[src/rtl/lsu_ctrl.sv]
// Load/store unit between execute and data memory. It decodes size and sign,
// drives the req/gnt/rvalid handshake, steers byte lanes, and holds the pipeline while busy.
//
// state | meaning
// IDLE  | ready to accept an access
// REQ   | dmem_req_o held with stable fields until dmem_gnt_i
// WAIT  | load granted, waiting for dmem_rvalid_i
// RESP  | rdata_o valid, rdata_valid_o pulses, new access may be accepted
module lsu_ctrl #(
  parameter int unsigned TIMEOUT = 255
) (
  input  logic        clk_i,
  input  logic        rst_i,
  input  logic        valid_i,
  input  logic        mem_rd_i,
  input  logic        mem_wr_i,
  input  logic [2:0]  mask_i,
  input  logic [31:0] addr_i,
  input  logic [31:0] wdata_i,
  output logic        stall_o,
  output logic [31:0] rdata_o,
  output logic        rdata_valid_o,
  output logic        misalign_o,
  output logic        timeout_o,
  output logic        dmem_req_o,
  output logic        dmem_we_o,
  output logic [31:0] dmem_addr_o,
  output logic [3:0]  dmem_be_o,
  output logic [31:0] dmem_wdata_o,
  input  logic        dmem_gnt_i,
  input  logic        dmem_rvalid_i,
  input  logic [31:0] dmem_rdata_i
);

  localparam int unsigned CW = (TIMEOUT > 0) ? $clog2(TIMEOUT + 1) : 1;

  typedef enum logic [1:0] {IDLE, REQ, WAIT, RESP} state_t;

  state_t        state_q, state_d;
  logic [CW-1:0] cnt_q, cnt_d;
  logic          req_q, req_d;
  logic          we_q, we_d;
  logic [31:0]   addr_q, addr_d;
  logic [31:0]   wdata_q, wdata_d;
  logic [31:0]   rdata_q, rdata_d;
  logic [3:0]    be_q, be_d;
  logic [1:0]    off_q, off_d;
  logic [1:0]    size_q, size_d;
  logic          uns_q, uns_d;
  logic          rvld_q, rvld_d;
  logic          mis_q, mis_d;
  logic          to_q, to_d;

  logic          access, illegal, misaligned, ready, accept;
  logic [1:0]    size_in;
  logic [3:0]    be_in;
  logic [31:0]   wdata_in;
  logic [7:0]    ld_byte;
  logic [15:0]   ld_half;
  logic [31:0]   ld_ext;
  logic [CW-1:0] cnt_inc;
  logic          cnt_hit;

  assign size_in    = mask_i[1:0];
  assign access     = valid_i & (mem_rd_i | mem_wr_i);
  assign illegal    = (mem_rd_i & mem_wr_i) | (mask_i == 3'b011) |
                      (mask_i[2] & mask_i[1]) | (mask_i[2] & mem_wr_i);
  assign misaligned = ((size_in == 2'b01) & addr_i[0]) |
                      ((size_in == 2'b10) & (|addr_i[1:0]));
  assign ready      = (state_q == IDLE) | (state_q == RESP);
  assign accept     = ready & access & ~illegal & ~misaligned;

  always_comb begin
    be_in    = 4'b1111;
    wdata_in = wdata_i;
    case (size_in)
      2'b00: begin
        be_in    = 4'b0001 << addr_i[1:0];
        wdata_in = {4{wdata_i[7:0]}};
      end
      2'b01: begin
        be_in    = 4'b0011 << addr_i[1:0];
        wdata_in = {2{wdata_i[15:0]}};
      end
      default: ;
    endcase
  end

  assign ld_byte = dmem_rdata_i[{off_q, 3'b000} +: 8];
  assign ld_half = off_q[1] ? dmem_rdata_i[31:16] : dmem_rdata_i[15:0];

  always_comb begin
    ld_ext = dmem_rdata_i;
    case (size_q)
      2'b00:   ld_ext = uns_q ? {24'b0, ld_byte} : {{24{ld_byte[7]}}, ld_byte};
      2'b01:   ld_ext = uns_q ? {16'b0, ld_half} : {{16{ld_half[15]}}, ld_half};
      default: ;
    endcase
  end

  // Counter runs across REQ and WAIT together; TIMEOUT of zero never hits.
  assign cnt_inc = cnt_q + CW'(1);
  assign cnt_hit = (TIMEOUT != 0) && (cnt_inc == CW'(TIMEOUT));

  always_comb begin
    state_d = state_q;
    cnt_d   = cnt_q;
    req_d   = req_q;
    we_d    = we_q;
    addr_d  = addr_q;
    wdata_d = wdata_q;
    be_d    = be_q;
    off_d   = off_q;
    size_d  = size_q;
    uns_d   = uns_q;
    rdata_d = rdata_q;
    rvld_d  = 1'b0;
    mis_d   = 1'b0;
    to_d    = 1'b0;
    case (state_q)
      IDLE, RESP: begin
        state_d = IDLE;
        if (accept) begin
          state_d = REQ;
          cnt_d   = '0;
          req_d   = 1'b1;
          we_d    = mem_wr_i;
          addr_d  = {addr_i[31:2], 2'b00};
          wdata_d = wdata_in;
          be_d    = be_in;
          off_d   = addr_i[1:0];
          size_d  = size_in;
          uns_d   = mask_i[2];
        end else if (access) begin
          mis_d = 1'b1;
        end
      end
      REQ: begin
        cnt_d = cnt_inc;
        if (dmem_gnt_i) begin
          req_d   = 1'b0;
          state_d = we_q ? IDLE : WAIT;
        end else if (cnt_hit) begin
          req_d   = 1'b0;
          to_d    = 1'b1;
          state_d = IDLE;
        end
      end
      WAIT: begin
        cnt_d = cnt_inc;
        if (dmem_rvalid_i) begin
          rdata_d = ld_ext;
          rvld_d  = 1'b1;
          state_d = RESP;
        end else if (cnt_hit) begin
          to_d    = 1'b1;
          state_d = IDLE;
        end
      end
      default: state_d = IDLE;
    endcase
  end

  always_ff @(posedge clk_i or posedge rst_i) begin
    if (rst_i) begin
      state_q <= IDLE;
      cnt_q   <= '0;
      req_q   <= 1'b0;
      we_q    <= 1'b0;
      addr_q  <= '0;
      wdata_q <= '0;
      be_q    <= '0;
      off_q   <= '0;
      size_q  <= '0;
      uns_q   <= 1'b0;
      rdata_q <= '0;
      rvld_q  <= 1'b0;
      mis_q   <= 1'b0;
      to_q    <= 1'b0;
    end else begin
      state_q <= state_d;
      cnt_q   <= cnt_d;
      req_q   <= req_d;
      we_q    <= we_d;
      addr_q  <= addr_d;
      wdata_q <= wdata_d;
      be_q    <= be_d;
      off_q   <= off_d;
      size_q  <= size_d;
      uns_q   <= uns_d;
      rdata_q <= rdata_d;
      rvld_q  <= rvld_d;
      mis_q   <= mis_d;
      to_q    <= to_d;
    end
  end

  // Acceptance stalls combinationally; gated so every output reads 0 in reset.
  assign stall_o       = ~rst_i & (accept | (state_q == REQ) | (state_q == WAIT));
  assign rdata_o       = rdata_q;
  assign rdata_valid_o = rvld_q;
  assign misalign_o    = mis_q;
  assign timeout_o     = to_q;
  assign dmem_req_o    = req_q;
  assign dmem_we_o     = we_q;
  assign dmem_addr_o   = addr_q;
  assign dmem_be_o     = be_q;
  assign dmem_wdata_o  = wdata_q;

endmodule
[config.mk]
export PLATFORM = sky130hd
export DESIGN_NAME = lsu_ctrl
export DESIGN_NICKNAME = d
export VERILOG_FILES = /design/src/rtl/lsu_ctrl.sv
export SDC_FILE = /design/constraint.sdc
export NUM_CORES = 1
export LEC_CHECK = 0
export BUFFER_PORTS_ARGS = -buffer_cell sky130_fd_sc_hd__buf_2
export CAP_MARGIN = 20
export CORE_ASPECT_RATIO = 0.6
export CORE_MARGIN = 2
export CORE_UTILIZATION = 45
export DETAILED_ROUTE_END_ITERATION = 12
export PLACE_DENSITY = 0.84
export SYNTH_ARGS = -nofsm -noshare
export SYNTH_HDL_FRONTEND = slang
export SYNTH_SLANG_ARGS = --single-unit
[constraint.sdc]
create_clock -name clk_i -period 3.5 [get_ports clk_i]
set_clock_uncertainty 0.2 [all_clocks]
set_input_delay 0.525 -clock clk_i [delete_from_list [all_inputs] [get_ports clk_i]]
set_output_delay 0.525 -clock clk_i [all_outputs]
set_load 0.01 [all_outputs]
# Word-level counts from Yosys, hierarchy flattened
# Index checks and enable logic that the tools add are counted.
# word_totals
regBits,118
output_inout_bits,106
# classes
n_mux,27
eq_ne,10
bitwise,21
n_addsub,1
n_shift,3
reduce_logical,10
# ops
op,n
$pmux 32 s2,2
$mux 32,2
$shiftx 32x6->8,1
$mux 16,1
$pmux 8 s2,1
$mux 1,12
$and 1x1->1,10
$add 8x1->8 const B,1
$eq 8x8->1 const B,1
$mux 2,4
$mux 8,1
$or 1x1->1,8
$pmux 4 s2,1
$eq 2x1->1 const B,3
$eq 2x2->1 const B,3
$logic_not 2->1,3
$pmux 2 s3,1
$reduce_or 2->1,3
$pmux 1 s2,2
$reduce_and 2->1,2
$shl 1x2->4 const A,1
$shl 2x2->4 const A,1
$eq 3x2->1 const B,1
$ne 3x3->1 const B,1
4 further kinds,6

# Logic depth before layout (Yosys ltp)
# depth
depth_word,10
depth_mapped,8
mapped_depth_nobuf,7

# Least setup slack after synthesis
# Ideal clock, no wire load.
# synth_path
kind,input to output
from,input mask_i[0]
to,output stall_o
t_arrival_ns,1.722
setup_slack_ns,1.053
cell_stages,6
t_required_ns,2.775
path_cell_list,buf_2 nor4_2 o211ai_1 buf_2 clkbuf_1 a21oi_1
# synth_via
elab_chain_len,10
# synth_rtl
element,line,rtl
start: declaration,17,"input logic [2:0] mask_i,"
$eq 3x2->1,66,assign illegal = (mem_rd_i & mem_wr_i) | (mask_i == 3'b011) |
$or 1x1->1 (2 in a row),66,
$or 1x1->1,67,(mask_i[2] & mask_i[1]) | (mask_i[2] & mem_wr_i);
$not 1->1,71,assign accept = ready & access & ~illegal & ~misaligned;
$and 1x1->1,71,
$and 1x1->1 *,71,
$or 1x1->1 * (2 in a row),199,assign stall_o = ~rst_i & (accept | (state_q == REQ) | (state_q == WAIT));
$and 1x1->1 *,199,
end: declaration,20,"output logic stall_o,"
# Every way passes the cells marked *; elsewhere a longest branch is shown, timed or not.

# Worst setup path in the final report
# layout_path
from,register state_q[1]
to,output stall_o
# layout_via
elab_chain_len,8
# layout_rtl
element,line,rtl
start: declaration,39,"state_t state_q, state_d;"
start signal: assignment,181,state_q <= state_d;
$eq 2x2->1 / $logic_not 2->1 (equally long branches),70,assign ready = (state_q == IDLE) | (state_q == RESP);
$or 1x1->1,70,
$and 1x1->1 (3 in a row),71,
$or 1x1->1,199,
$or 1x1->1 *,199,
$and 1x1->1 *,199,
# Marks and branches as above.

==> run summary <==
The leakage power figure came out at 0.00376 uW. The cell area that synthesis handed to floorplanning was 5560 sq um. The worst setup path is captured at a primary output. After detailed routing, the number of remaining DRC violations is 0. The congestion estimate from routability-driven global placement came to 0.830.

The floorplan core area was 12100 sq um; the clock latency on the worst-skew pair was 0.40 ns. Total power draw: 4530 uW. The number of setup buffers added after CTS is 0. 0 antenna diodes ended up in the layout.

The tools report the area used by multi-input combinational logic as 2360 sq um. In this run, distinct cell masters in the synthesized netlist total 51. The number of storage elements in the synthesis netlist was 118. Yosys mapped a number of flops with a built-in enable equal to 0.

The filler cells instantiated in the layout total 1005. TritonCTS built the clock tree. The tools report the arrival time reported for the critical path endpoint as 1.97 ns. For this block, the via count after detailed routing is 4801. The tools report the post-detailed-routing wire length as 14600 um. Dividing the synthesized area by the synthesized cell count gives 10.7 sq um. The largest net degree at the start of global routing was 111. The wire-length estimate of the detail-placed layout is 10300 um. In this run the vertical extent of the chip is 90.1 um. The critical path is of the flip-flop to primary output type. The number of input and output port buffers inserted came out at 209. The run finished with clean final reports. From synthesis to final layout, the design area changed by 31.5%. At the end of the flow, the number of nets in the layout was 831. The run gives 0 as the max capacitance violation total. For this run, the number of standard cells in the final layout without fillers is 899. Static timing analysis puts the maximum clock frequency at 371 MHz. For the hold violation total from the final report, the log shows 0. The area of the die is 13300 sq um.

After detailed routing, the average wire length per cell comes to 16.2 um. After technology mapping, the gate count stands at 520. STA puts the critical path data required time at 2.77 ns. The final design utilization was 0.606; the number of detailed-route iterations in the first pass was 5. Clock input transition at the sequential cells of the worst setup and hold paths: 0.06 ns.

Clock tree synthesis selected as its root buffer the cell clkbuf_16. The cell count of the worst reg-to-reg path is 6, and the power per standard cell area is 620 nW/um^2. Final count of pins violating max slew: 0.

The total placed instance area is 6720 sq um. Register area: 2950 sq um. The worst setup path is launched from a flip-flop.

The die width was 148 um. The tools report the terminus of the critical flop-to-flop path as rdata_o[13]$_DFFE_PP0P_. The finished cells cover 7310 sq um. The worst ir drop on vdd is 0.000335 V, and the number of placement rows is 31. The transition time of the tightest slew-check pin came out at 0.949 ns. Effective utilization at floorplan: 0.461. Along the worst path, the maximum fanout reaches 4.

The share of the clock period used by the worst path works out to 0.771. For this run, the number of Yosys warnings is 0. The initial antenna violation count was 0. The sequential area share after synthesis is 0.531.

The origin of the critical flop-to-flop path is state_q[1]$_DFF_PP0_. The first global-routing pass estimated 23900 um of wire. The most used flip-flop cell after synthesis is dfrtp_1. The summed negative setup slack over all endpoints is 0 ns. The smallest clock period supported by the final layout is computed as 2.70 ns. In this run, post-CTS repair resized a total of 0 instances. The tightest min-delay check is of the input pin to async pin type. The number of clock sinks is 118, and the global router's overall resource usage is 0.225. Setup repair after global routing left no endpoint under its margin.

The setup slack on the worst flop-to-flop path was 1.09 ns; the global-route congestion overflow total was 0. The detail-routed via count per cell came out at 5.34. The post-route antenna net violation count is 0, and the number of buffers added by the clock tree synthesis step is 17. The share of synthesized registers carrying an async set or reset was 1.00; the share of cells above drive strength 1 was 0.405. The clock passes through at most 2 buffers.

The number of cells after detailed placement came out at 866. Setup violations remaining at the end of the flow were counted as 0. 212 I/O pins were placed.

In this run, post-CTS hold repair placed 0 buffers. The first routing iteration left 289 violations. The H-tree was split into 4 levels. Via count of the first global-routing pass: 4691.

The tools report the relative slew slack as 0.364.
## cell usage after synthesis, types with 3 or more instances
cell type | instances | share of area
nand3_1 | 38 | 0.034
a31oi_1 | 3 | 0.0034
ha_1 | 4 | 0.0090
nand2_1 | 58 | 0.039
mux2_2 | 38 | 0.077
mux2i_1 | 38 | 0.068
buf_6 | 4 | 0.0081
buf_4 | 3 | 0.0040
clkbuf_1 | 21 | 0.014
dfrtp_1 | 118 | 0.53
nor2_1 | 17 | 0.011
inv_1 | 15 | 0.010
o22ai_1 | 8 | 0.0090
nand2b_1 | 8 | 0.0090
nand3b_1 | 8 | 0.011
nor2b_1 | 8 | 0.0090
o211ai_1 | 3 | 0.0040
a21oi_1 | 27 | 0.024
a21o_1 | 5 | 0.0067
o21ai_0 | 50 | 0.045
mux2_1 | 5 | 0.010
buf_2 | 8 | 0.0072
## flip-flops by register name, indices dropped and copies added, names as in the netlist, 2 cells and up
signal and cells:
size_q 2, rdata_o 32, dmem_be_o 4, cnt_q 8, dmem_wdata_o 32, off_q 2, dmem_addr_o 30, state_q 2
## how the worst max path moves through the flow
stage                                     from                       to  depth (start not counted)
after floorplan                      mask_i[0]                  stall_o                          6
after global placement    state_q[0]$_DFF_PP0_  rdata_o[13]$_DFFE_PP0P_                          7
after detailed placement  state_q[0]$_DFF_PP0_  rdata_o[13]$_DFFE_PP0P_                          7
after CTS                 state_q[1]$_DFF_PP0_                  stall_o                          5
after global routing      state_q[0]$_DFF_PP0_                  stall_o                          6
final                     state_q[1]$_DFF_PP0_                  stall_o                          5
## final cells by class
cell class | instances | area share
inverter | 16 | 0.00872
multi-input combinational | 350 | 0.323
timing repair buffer | 218 | 0.157
clock inverter | 14 | 0.0209
clock buffer | 18 | 0.0587
tap | 165 | 0.0282
sequential | 118 | 0.404
## metal layers
metal | part of all wire | GRT usage | wire length, um | vias up
met5 | 0 | 0 | 0 | -
met4 | 0.0087 | 0.0601 | 127 | 0
met3 | 0.082 | 0.0650 | 1190 | 15
met2 | 0.46 | 0.348 | 6750 | 212
met1 | 0.45 | 0.312 | 6490 | 2341
li1 | - | - | - | 2233
## worst max-delay path, stage by stage (launching register included)
cell      delay (ns)
dfrtp_1         0.41
ha_1            0.34
o211a_1         0.22
o211ai_1        0.19
a21oi_1         0.23
buf_2           0.19
## stage by stage
stage	hold WS [ns]	setup WS, ns
2_1_floorplan	0.304	1.05
3_3_place_gp	0.257	1.11
3_5_place_dp	0.266	1.11
4_1_cts	0.0599	0.806
5_1_grt	0.0848	0.691
6_report	0.0477	0.802
## cell usage in the layout, fill, tap and decap left out, types with 4 or more instances in the layout
| master | count |
|---|---|
| buf_2 | 209 |
| dfrtp_1 | 118 |
| nand2_1 | 58 |
| o21ai_0 | 50 |
| mux2i_1 | 38 |
| nand3_1 | 38 |
| mux2_2 | 38 |
| a21oi_1 | 27 |
| nor2_1 | 17 |
| clkbuf_16 | 17 |
| inv_1 | 14 |
| o22ai_1 | 8 |
| nor2b_1 | 8 |
| nand2b_1 | 8 |
| nand3b_1 | 8 |
| buf_4 | 6 |
| a21o_1 | 5 |
| mux2_1 | 5 |
| clkinvlp_4 | 5 |
| ha_1 | 4 |
| clkinv_4 | 4 |
## cells by family after synthesis
logic type               count (synthesis)  synth area share
AO/OA/AOI/OAI                          112             0.121
XOR/XNOR                                 3           0.00472
adder cells (fa/ha/maj)                  4           0.00900
buffers and inverters                   53            0.0450
flip-flops                             118             0.531
multiplexers                            82             0.159
other                                    1          0.000674
AND/OR/NAND/NOR                        147             0.129
## where the power goes
part	switching (uW)	internal (uW)
logic	532	474
clock network	647	1050
registers	194	1630
total	1370	3160
(Power assumes the default switching activity.)
